File: config.mk
export PLATFORM = sky130hd
export DESIGN_NAME = vi_gap_sched
export DESIGN_NICKNAME = d
export VERILOG_FILES = /design/src/rtl/vi_gap_sched.sv
export SDC_FILE = /design/constraint.sdc
export NUM_CORES = 1
export LEC_CHECK = 0
export CAP_MARGIN = 20
export CORE_ASPECT_RATIO = 0.9
export CORE_MARGIN = 2
export CORE_UTILIZATION = 45
export CTS_BUF_LIST = sky130_fd_sc_hd__clkbuf_4 sky130_fd_sc_hd__clkbuf_8
export CTS_CLUSTER_DIAMETER = 150
export DETAILED_ROUTE_END_ITERATION = 7
export PLACE_DENSITY = 0.64
export RECOVER_POWER = 25
export SLEW_MARGIN = 20
export SYNTH_ARGS = -nofsm -noshare
export SYNTH_HDL_FRONTEND = slang
export SYNTH_SLANG_ARGS = --single-unit
File: constraint.sdc
create_clock -name clk -period 5.5 [get_ports clk]
set_clock_uncertainty 0.2 [all_clocks]
set_input_delay 0.825 -clock clk [delete_from_list [all_inputs] [get_ports clk]]
set_output_delay 0.825 -clock clk [all_outputs]
set_load 0.02 [all_outputs]
File: src/rtl/vi_gap_sched.sv
// vi_gap_sched: 320 kHz bit-strobe generator with one suppressed "gap" pulse per group.
// Start and stop are sequenced on group boundaries. The group configuration is
// writable only while idle.
module vi_gap_sched #(
  parameter int DIV       = 125,
  parameter int DEF_SLOTS = 40,
  parameter int DEF_GAP   = 39
) (
  input  logic       clk,
  input  logic       rst,
  input  logic       iStart,
  input  logic       iStop,
  input  logic       iCfgValid,
  input  logic [6:0] iCfgSlots,
  input  logic [6:0] iCfgGap,
  output logic       oCfgReady,
  output logic       oCfgErr,
  output logic       o320,
  output logic       oVI,
  output logic       oGap,
  output logic       oGroupEnd,
  output logic       oBusy
);

  localparam int PW = $clog2(DIV);
  localparam logic [PW-1:0] PH_LAST    = PW'(DIV - 1);
  localparam logic [6:0]    SLOTS_INIT = 7'(DEF_SLOTS);
  localparam logic [6:0]    GAP_INIT   = 7'(DEF_GAP);

  typedef enum logic [1:0] {IDLE, RUN, DRAIN} state_t;

  state_t        state, state_nxt;
  logic [PW-1:0] phase;
  logic [6:0]    slot;
  logic [6:0]    cfg_slots;
  logic [6:0]    cfg_gap;

  logic tick;      // half-period boundary on this edge
  logic fall;      // o320 falls on this edge
  logic last_slot; // current slot is the last of the group
  logic grp_end;   // falling edge that closes the group

  assign tick      = (phase == PH_LAST);
  assign fall      = tick && o320;
  assign last_slot = (slot == (cfg_slots - 7'd1));
  assign grp_end   = fall && last_slot;

  // State register for the run sequencer.
  always_ff @(posedge clk) begin
    if (rst) state <= IDLE;
    else     state <= state_nxt;
  end

  // Next-state logic: start only from IDLE, stop only from RUN, drain to a group boundary.
  always_comb begin
    state_nxt = state;
    case (state)
      IDLE:    if (iStart)  state_nxt = RUN;
      RUN:     if (iStop)   state_nxt = DRAIN;
      DRAIN:   if (grp_end) state_nxt = IDLE;
      default:              state_nxt = IDLE;
    endcase
  end

  // Strobe generation, slot counting, config register and registered status outputs.
  always_ff @(posedge clk) begin
    if (rst) begin
      phase     <= '0;
      slot      <= '0;
      o320      <= 1'b0;
      oVI       <= 1'b0;
      oGap      <= 1'b0;
      oGroupEnd <= 1'b0;
      oCfgErr   <= 1'b0;
      oBusy     <= 1'b0;
      oCfgReady <= 1'b1;
      cfg_slots <= SLOTS_INIT;
      cfg_gap   <= GAP_INIT;
    end else begin
      oGroupEnd <= 1'b0;
      oCfgErr   <= 1'b0;
      oBusy     <= (state_nxt != IDLE);
      oCfgReady <= (state_nxt == IDLE);
      if (state == IDLE) begin
        // Idle also covers the cycle that enters RUN, so every run starts from phase 0.
        phase <= '0;
        slot  <= '0;
        o320  <= 1'b0;
        oVI   <= 1'b0;
        oGap  <= 1'b0;
        if (iCfgValid) begin
          if ((iCfgSlots >= 7'd2) && (iCfgGap < iCfgSlots)) begin
            cfg_slots <= iCfgSlots;
            cfg_gap   <= iCfgGap;
          end else begin
            oCfgErr <= 1'b1;
          end
        end
      end else if (tick) begin
        phase <= '0;
        if (o320) begin
          o320 <= 1'b0;
          oVI  <= 1'b0;
          oGap <= 1'b0;
          if (last_slot) begin
            slot      <= '0;
            oGroupEnd <= 1'b1;
          end else begin
            slot <= slot + 7'd1;
          end
        end else begin
          o320 <= 1'b1;
          oVI  <= (slot != cfg_gap);
          oGap <= (slot == cfg_gap);
        end
      end else begin
        phase <= phase + PW'(1);
      end
    end
  end

endmodule
# ---- Word-level counts from Yosys, hierarchy flattened
# Index checks and enable logic that the tools add are counted.
# Widths: inputs -> output; s select.
dict set report op_classes {
  addsub 3
  n_lt_le_gt_ge 2
  n_eq_ne 6
  muxes 10
  n_bitwise 4
  reduce_logical 12
}
# cell n
set ops {}
lappend ops {{$add 7x1->7 const B} 2}
lappend ops {{$eq 7x7->1} 2}
lappend ops {{$eq 7x7->1 const B} 1}
lappend ops {{$ge 7x2->1 const B} 1}
lappend ops {{$lt 7x7->1} 1}
lappend ops {{$mux 7} 1}
lappend ops {{$ne 7x7->1} 1}
lappend ops {{$sub 7x1->7 const B} 1}
lappend ops {{$mux 2} 3}
lappend ops {{$pmux 2 s3} 1}
lappend ops {{$reduce_or 3->1} 2}
lappend ops {{$mux 1} 5}
lappend ops {{$logic_not 2->1} 2}
lappend ops {{$not 1->1} 4}
lappend ops {{$reduce_or 4->1} 1}
lappend ops {{$logic_and 1x1->1} 3}
lappend ops {{$reduce_and 3->1} 1}
lappend ops {{$eq 2x1->1 const B} 1}
lappend ops {{$eq 2x2->1 const B} 1}
lappend ops {{$reduce_and 2->1} 1}
lappend ops {{$reduce_bool 2->1} 1}
lappend ops {{$reduce_or 2->1} 1}
dict set report totals {
  ff_bits 37
  in_bits 19
  out_inout_bits 7
  wordCells 49
}

# ---- Longest topological paths before layout
# Gate-level depths: netlist of run 1.
dict set report depth {
  word_depth 6
  depth_mapped 8
  ltp_nobuf 7
}

# ---- Worst setup path after synthesis of run 1
# OpenSTA, ideal clock, no wires.
dict set report synth_path {
  path_type {in2reg}
  start {in iCfgSlots[4]}
  end {reg cfg_gap[4]}
  setup_time_ns 0.072
  arrival_time_ns 2.554
  required_time_ns 5.228
  path_slack_ns 2.674
  stages 8
  path_buffers 1
  path_cell_list {inv_1 -> ha_1 -> a21oi_1 -> o32ai_1 -> a211o_1 -> a211oi_2 -> buf_2 -> mux2i_1}
}
dict set report synth_via {
  elab_chain_len 3
  word_cells_on_any_way 4
  cone_classes {order compare (2); reduce/logical (2)}
}
# element line_no
set synth_lines {}
lappend synth_lines {{from (decl)} 14} ;# input logic [6:0] iCfgSlots,
lappend synth_lines {{$ge 7x2->1 / $lt 7x7->1 (equally long branches)} 92} ;# if ((iCfgSlots >= 7'd2) && (iCfgGap < iCfgSlots)) begin
lappend synth_lines {{$logic_and 1x1->1 (*)} 92}
lappend synth_lines {{$reduce_and 3->1 (no source line) (*)} -}
lappend synth_lines {{to (signal assigned)} 94} ;# cfg_gap <= iCfgGap;
lappend synth_lines {{to (decl)} 36} ;# logic [6:0] cfg_gap;
# Mark *: on every way between the ends. The rest lies on a longest branch, timed or not.
# A chain may end at the register's enable or synchronous reset.

# ---- Worst setup path in the final report of run 1
dict set report layout_path {
  start {in iCfgSlots[4]}
  end {reg cfg_slots[3]}
}
dict set report layout_via {
  elab_chain_len 3
  word_cells_on_any_way 4
  cone_classes {order compare (2); reduce/logical (2)}
}
# element line_no
set layout_lines {}
lappend layout_lines {{$ge 7x2->1 / $lt 7x7->1 (equally long branches)} 92}
lappend layout_lines {{$logic_and 1x1->1 (*)} 92}
lappend layout_lines {{$reduce_and 3->1 (no source line) (*)} -}
lappend layout_lines {{to (signal assigned)} 93} ;# cfg_slots <= iCfgSlots;
lappend layout_lines {{to (decl)} 35} ;# logic [6:0] cfg_slots;
# Marked as above.

==> results.md, run 1 <==
- Headroom to the max-slew limit came out at 36.38%.
- The destination of the critical timing path is cfg_slots[3]$_SDFFE_PP1P_.
- In this run, the number of DRC markers left after iteration 0 of detailed routing was 71.
- The area growth from synthesis to layout is 18.82%.
- The fraction of synthesis flops using an asynchronous set or reset pin is 0%.
- The die span in y is 68.10 um.
- The routed wire length is 3.990 mm.
- The number of hold buffers added after CTS is 0.
- The count of unique library cells instantiated by Yosys is 39.
- The antenna violation net count after detailed routing is 0.
- The biggest area contributor in the post-synthesis netlist is dfxtp_1.
- Setup violations remaining at the end of the flow were counted as 0.
- Summing over every cut layer, the via total after detailed routing is 1609.
- The later-pin clock latency in the skew report is 0.28 ns.
- The post-route clock period utilization is 52.67%.
- After legalization and detailed placement, the total HPWL measured 3.003 mm.
- The sequential area share after synthesis is 36.05%.
- The setup TNS is 0 ns.
- The critical path startpoint is iCfgSlots[4].
- The initial cell density of the core is 46.36%.
- At the worst endpoint, the required time is 5.51 ns.
- In this run the worst path has a maximum fanout of 14.
- By count the netlist is led by dfxtp_1 (37), nor2_1 (27), nand2b_1 (20), mux2i_1 (16).
- The final number of hold-violating endpoints is 0.
- The number of global-route vias before repair came to 1428.
- The portion of synthesized cell area occupied by the leading cell type is 36.05%.
- The shortest clock period the worst path allows after layout is 2.897 ns.
- The dominant register cell in the synthesized netlist is dfxtp_1.
- TritonCTS built the clock tree.
- The fraction of layout cells with a size suffix above 1 is 6.084%.
- Sorting the synthesized cells by area gives the leading types as dfxtp_1 (36%), mux2i_1 (7.8%), ha_1 (6.1%), nand2b_1 (6.1%), xnor2_1 (5.5%).
- Across every metal layer, demand over resource in global routing totals 16.97%.
- Synthesis produced 238 cells.
- The total chip power is 561.3 uW.
- The synthesis warning total is 0.
- The total nets after synthesis is 267.
- For this run, the detailed router's first-pass iteration total came to 4.
- The clock sink count is 37.
- The number of setup buffers added after CTS is 0.
- The worst-case register-to-register setup slack is 3.10 ns.
- The average instance area after synthesis is 8.632 um^2.
- For this design, the slowest cell found on the critical path is clkdlybuf4s50_1.
- The number of buffers inserted during clock tree synthesis is 5.
- The total of cells resized after clock tree synthesis is 0.
- The total leakage power is 0.0009124 uW.
- The buffer levels on the longest clock path is 2.
- Clock-pin slew was measured on the worst setup and hold paths at 0.07 ns.
- The endpoint class of the critical path is a flip-flop.
- The startpoint type of the worst setup path is an input pin.
- The power density of the placed cells is 230.0 mW/mm^2.
- The final count of pins violating max slew is 0.
- The area of the die is 0.005123 mm^2.
- 26 I/O pins were placed.
- The number of H-tree levels is 2.
- Yosys mapped a number of flops with a built-in enable equal to 0.
- The path class of the lowest-slack min-delay path is reg2reg.
- Buffers placed on the I/O ports in this run total 25.
- VDD sags by at most 156.0 uV.
- The critical path start-end classification is in2reg.
- 0 antenna diodes ended up in the layout.
- The core region is 0.004432 mm^2.
- Max-cap violations in this run came to 0.
- The average detailed-routed wire length per instance is 12.28 um.
- For this run, design rule violations remaining after detail routing come to 0.
- The startpoint identified for the worst hold timing path is oGap$_SDFFE_PP0N_.
- The number of synthesized register bits is 37.
- In the post-synthesis netlist, the cell with the most instances is dfxtp_1.
- The critical path goes through clkdlybuf4s50_1, inv_1, ha_1, a21oi_1, o32ai_1, a211o_1, a211oi_2, buf_4, mux2i_1.
- The final layout contains 291 nets.
- The worst endpoint data arrival time is 2.91 ns.
- Measured along the x axis, the die boundary spans 75.23 um.
- In this run the critical register-to-register path is captured at oGroupEnd$_SDFF_PP0_.
- Setup repair after global routing left no endpoint under its margin.
- The first global-routing pass estimated 6.603 mm of wire.
- The transition time at the pin with the least slew margin is 0.9512 ns.
- The global route total overflow is 0.
- Based on the critical path, the design can be clocked at up to 345.2 MHz.
- In the routed layout, each cell is associated on average with a via count of 4.951.
- Entering global routing, the biggest net connects 34 pins.
- The number of antenna violations at the first check in global routing came to 0.
- The weighted congestion reported at the end of routability-driven placement is 0.7780.
- The number of rows in the core area is 23.
- The buffer cell driving the clock tree root is clkbuf_8.
- After synthesis the cells add up to 0.002054 mm^2.
- The run finished with clean final reports.
- The worst reg2reg path startpoint is cfg_slots[0]$_SDFFE_PP0P_.
- The count of cells along the worst register-to-register path is 7.
- For this run, the slowest stage of the critical path takes 0.50 ns.
==> flip-flops by register name, summed over array words and instances, names as in the netlist <==
register / flops
oVI: 1
cfg_gap: 7
o320: 1
oBusy: 1
phase: 7
state: 2
oCfgReady: 1
oGroupEnd: 1
cfg_slots: 7
slot: 7
oGap: 1
oCfgErr: 1
==> through the flow <==
stage | instances | instance area [um^2] | setup slack (ns) | utilization, % | hold WS [ns]
3_5_place_dp | 317 | 2355 | 2.342 | 53.13 | 0.2461
3_3_place_gp | 317 | 2355 | 2.382 | 53.13 | 0.2449
6_report | 325 | 2441 | 2.603 | 55.08 | 0.2554
2_1_floorplan | 238 | 2054 | 2.674 | - | 0.2300
5_1_grt | 325 | 2441 | 2.453 | 55.08 | 0.3004
4_1_cts | 325 | 2441 | 2.607 | 55.08 | 0.2581
==> cell usage in the layout, fill, tap and decap left out, types with 2 or more instances in the layout <==
| master | instances |
|---|---|
| a21o_1 | 2 |
| a21oi_1 | 6 |
| a221oi_1 | 2 |
| and2_1 | 2 |
| and3_1 | 2 |
| clkbuf_8 | 5 |
| clkdlybuf4s50_1 | 17 |
| clkinv_2 | 2 |
| dfxtp_1 | 37 |
| dlygate4sd3_1 | 8 |
| ha_1 | 10 |
| inv_1 | 15 |
| mux2i_1 | 16 |
| nand2_1 | 15 |
| nand2b_1 | 20 |
| nand3_1 | 7 |
| nand4_1 | 3 |
| nor2_1 | 27 |
| nor2b_1 | 2 |
| nor3_1 | 13 |
| o2111ai_1 | 2 |
| o211ai_1 | 2 |
| or2_2 | 3 |
| or3_1 | 2 |
| or4_1 | 2 |
| xnor2_1 | 13 |
| xor2_1 | 12 |
==> cells by family (layout without fill, tap and decap cells) <==
kind of cell | Yosys count | count (layout) | share of synthesized area, %
compound gates | 23 | 23 | 8.770
buf+inv | 24 | 49 | 4.445
simple gates | 102 | 102 | 25.09
mux | 16 | 16 | 7.795
flops | 37 | 37 | 36.05
fa+ha+maj | 10 | 10 | 6.090
xor+xnor | 26 | 26 | 11.75
==> final cells by class <==
type / instances / area, um^2
multi-input cells: 177 / 1222
fillers: 444 / 1991
flip-flops and latches: 37 / 740.7
well taps: 62 / 77.57
clock buffers: 5 / 68.82
inverters: 15 / 56.30
repair buffers: 26 / 257.7
clock inverters: 3 / 17.52
==> power breakdown <==
part | internal [uW] | total [uW] | switching (uW)
clock | 87.4 | 184 | 96.4
combinational | 47.0 | 89.1 | 42.1
sequential | 279 | 288 | 9.83
total | 413 | 561 | 148
==> worst min path at each step <==
stage	cells past startpoint	slack, ns	endpoint
6_report	2	0.26	oGap$_SDFFE_PP0N_
5_1_grt	1	0.30	phase[0]$_SDFF_PP0_
4_1_cts	2	0.26	oGap$_SDFFE_PP0N_
3_5_place_dp	2	0.25	oGap$_SDFFE_PP0N_
3_3_place_gp	2	0.24	oGap$_SDFFE_PP0N_
2_1_floorplan	1	0.23	phase[0]$_SDFF_PP0_
==> critical path, delay by kind of cell <==
family | cells | cell delay (ns)
fa+ha+maj | 1 | 0.29
mux | 1 | 0.22
compound gates | 4 | 0.73
buf+inv | 3 | 0.83
==> layer usage <==
layer  vias up  share of wire (%)  GRT usage [%]  wire (um)
met5         -                  0              0          0
met4         0                1.0          4.605         41
met3         4                2.7          4.124        106
met2        20                 44          25.88       1749
met1       729                 52          23.95       2092
li1        856                  -              -          -
No activity file was read; power rests on OpenSTA's default activity.
==> run 2: changes to the inputs <==
clock period = 2.96 ns   (was 5.5 ns; I/O delays follow)
==> run 2 against run 1 <==
Effect of this change:
- worst hold slack improved by 0.0074 ns
- global-route usage rose by 0.23 points
- power rose by 100%
- sequential cell count did not move
- sequential share of layout area fell by 0.64 points
- via count rose by 2.0%
- non-clock buffer count rose by 2
- critical path depth did not move
- utilization rose by 1.2 points
- critical endpoint unchanged
==> results.md, run 2 (synthesis results as in run 1) <==
- The area of combinational cells with multiple inputs is 0.001222 mm^2.
- The number of antenna violations at the first check in global routing is 0.
- The number of H-tree levels is 2.
- The buffer levels on the longest clock path is 2.
- Across the whole layout, storage elements account for 740.7 um^2.
- The min-delay analysis places its worst path in the category reg2reg.
- The cell at the slowest stage of the critical path is clkdlybuf4s50_1.
- The destination of the critical timing path is cfg_slots[3]$_SDFFE_PP1P_.
- The count of cells along the worst register-to-register path is 7.
- The post-route clock period utilization is 85.66%.
- The final layout net count is 293.
- STA classifies the critical path endpoint as a flip-flop.
- The number of hold buffers added after CTS is 0.
- The number of vias per cell is 5.018.
- The worst reg2reg path startpoint is cfg_slots[0]$_SDFFE_PP0P_.
- The startpoint identified for the worst hold timing path is oGap$_SDFFE_PP0N_.
- The antenna violation net count after detailed routing is 0.
- At the pin with the least slew margin, the transition time is 1.096 ns.
- The antenna diode count is 0.
- Across all hold checks on the routed design, the worst slack comes to 0.2628 ns.
- Cells with a size suffix above 1 make up 6.415% of the layout.
- In this run, post-CTS repair resized a total of 0 instances.
- The worst setup path is launched from an input pin.
- After detailed placement, the design holds a cell count of 319.
- The post-detailed-placement cell area is 0.002382 mm^2.
- The final count of pins violating max slew is 0.
- Global routing finished with a remaining overflow of 0.
- The number of buffers inserted during clock tree synthesis is 5.
- The critical path startpoint is iCfgSlots[4].
- The critical path start-end classification is in2reg.
- The setup TNS is 0 ns.
- The library cells used most frequently in the layout, excluding fill and tap cells, are dfxtp_1 (37), nor2_1 (27), clkdlybuf4s50_1 (24).
- The worst endpoint data arrival time is 2.55 ns.
- The area of the die is 0.005123 mm^2.
- The CTS tree is done.
- The largest single stage delay on the critical path is 0.49 ns.
- The finished layout holds 327 standard cells, fillers aside.
- Global routing used 17.20% of the available tracks.
- The clock transition at the register clock pins on the worst setup and hold paths after CTS is 0.08 ns.
- At the end of routability-driven placement, the weighted congestion stood at 0.7957.
- The worst IR drop on VDD is 250.0 uV.
- Static timing analysis puts the maximum clock frequency at 394.4 MHz.
- The number of global-route vias before repair is 1461.
- The worst-case register-to-register setup slack is 0.55 ns.
- The run finished with clean final reports.
- Compared with the post-synthesis result, the final layout area differs by 21.38%.
- Leaving out fill and tap cells, the most frequent cell in the layout is dfxtp_1.
- After detailed routing, the total wire length is 4.011 mm.
- After layout, the minimum clock period comes to 2.536 ns.
- The top-level port count is 26.
- Setup violations remaining at the end of the flow were counted as 0.
- The global-route wire length before repair is 6.693 mm.
- Walking the worst path, the cells encountered are clkdlybuf4s50_1, inv_1, ha_1, a21oi_1, o32ai_1, a211o_1, a211oi_2, buf_12, mux2i_1.
- The final number of hold-violating endpoints was 0.
- The number of setup buffers added after CTS is 0.
- The endpoint identified for the worst register-to-register timing path is oGroupEnd$_SDFF_PP0_.
- Summing all non-filler instances in the final layout gives an area of 0.002494 mm^2.
- The buffer cell driving the clock tree root is clkbuf_8.
- The die boundary width is 75.23 um.
- Measured against its own limit, the worst slew margin works out to 26.95%.
- Dividing the detail-routed wire length by the instance count gives 12.27 um.
- The power density of the placed cells is 461.1 mW/mm^2.
- The layout has 447 filler cells.
- The die span in y is 68.10 um.
- The violation count after the first detailed-route iteration is 61.
- The half-perimeter wire length after detailed placement is 3.043 mm.
- The clock sink count is 37.
- The core region area is 0.004432 mm^2.
- Along the worst path, the maximum fanout reaches 14.
- The first detailed-routing pass took 4 iterations.
- The initial cell density of the core is 46.36%.
- Across the run, the number of max-cap violations was 0.
- The later-pin clock latency in the skew report is 0.29 ns.
- The port buffer count is 25.
- The initialized floorplan defines 23 standard-cell rows.
- Data on the critical path is required at its endpoint by 2.97 ns.
- The number of vias after detailed routing is 1641.
- Setup repair after global routing left no endpoint under its margin.
- The total leakage power is 0.0009184 uW.
- Entering global routing, the biggest net connects 33 pins.
- For this run, design rule violations remaining after detail routing come to 0.
==> run 2: layout make-up <==
type | instances | share of cell area, %
clock inverters | 3 | 1.856
clock buffers | 5 | 2.760
inverters | 15 | 2.258
flip-flops and latches | 37 | 29.70
multi-input cells | 177 | 49.02
well taps | 62 | 3.111
repair buffers | 28 | 11.29
==> run 2: routing by layer <==
metal  wire length (um)  track usage [%]  vias up  part of all wire, %
li1                   -                -      859                    -
met1               2061            23.97      753                   51
met2               1775            26.10       23                   44
met3                118            3.829        6                  2.9
met4                 56            6.140        0                  1.4
met5                  0                0        -                    0
==> run 2: worst min-delay path by stage <==
stage	endpoint	slack, ns	cells after the start
6_report	oGap$_SDFFE_PP0N_	0.26	2
5_1_grt	state[0]$_SDFF_PP0_	0.30	1
4_1_cts	oGap$_SDFFE_PP0N_	0.26	2
3_5_place_dp	oGap$_SDFFE_PP0N_	0.25	2
3_3_place_gp	oGap$_SDFFE_PP0N_	0.24	2
2_1_floorplan	phase[0]$_SDFF_PP0_	0.23	1
==> run 2: critical path: cells and delay by family <==
kind            cells  cell delay (ns)
mux                 1             0.21
compound gates      4             0.82
buf+inv             3             0.74
fa+ha+maj           1             0.30
==> run 2: stage by stage <==
step           total power [uW]  worst slack (ns)  util [%]
2_1_floorplan             657.0            0.5153         -
3_3_place_gp              718.8            0.2446     53.75
3_5_place_dp              722.0            0.1183     53.75
4_1_cts                    1172            0.4144     56.35
5_1_grt                    1210            0.2679     56.27
6_report                   1150            0.4245     56.27
==> run 2: power breakdown <==
part	total (uW)	internal [uW]	switching (uW)
clock network	442	252	190
logic	172	92.4	79.4
registers	536	518	18.5
total	1150	862	288
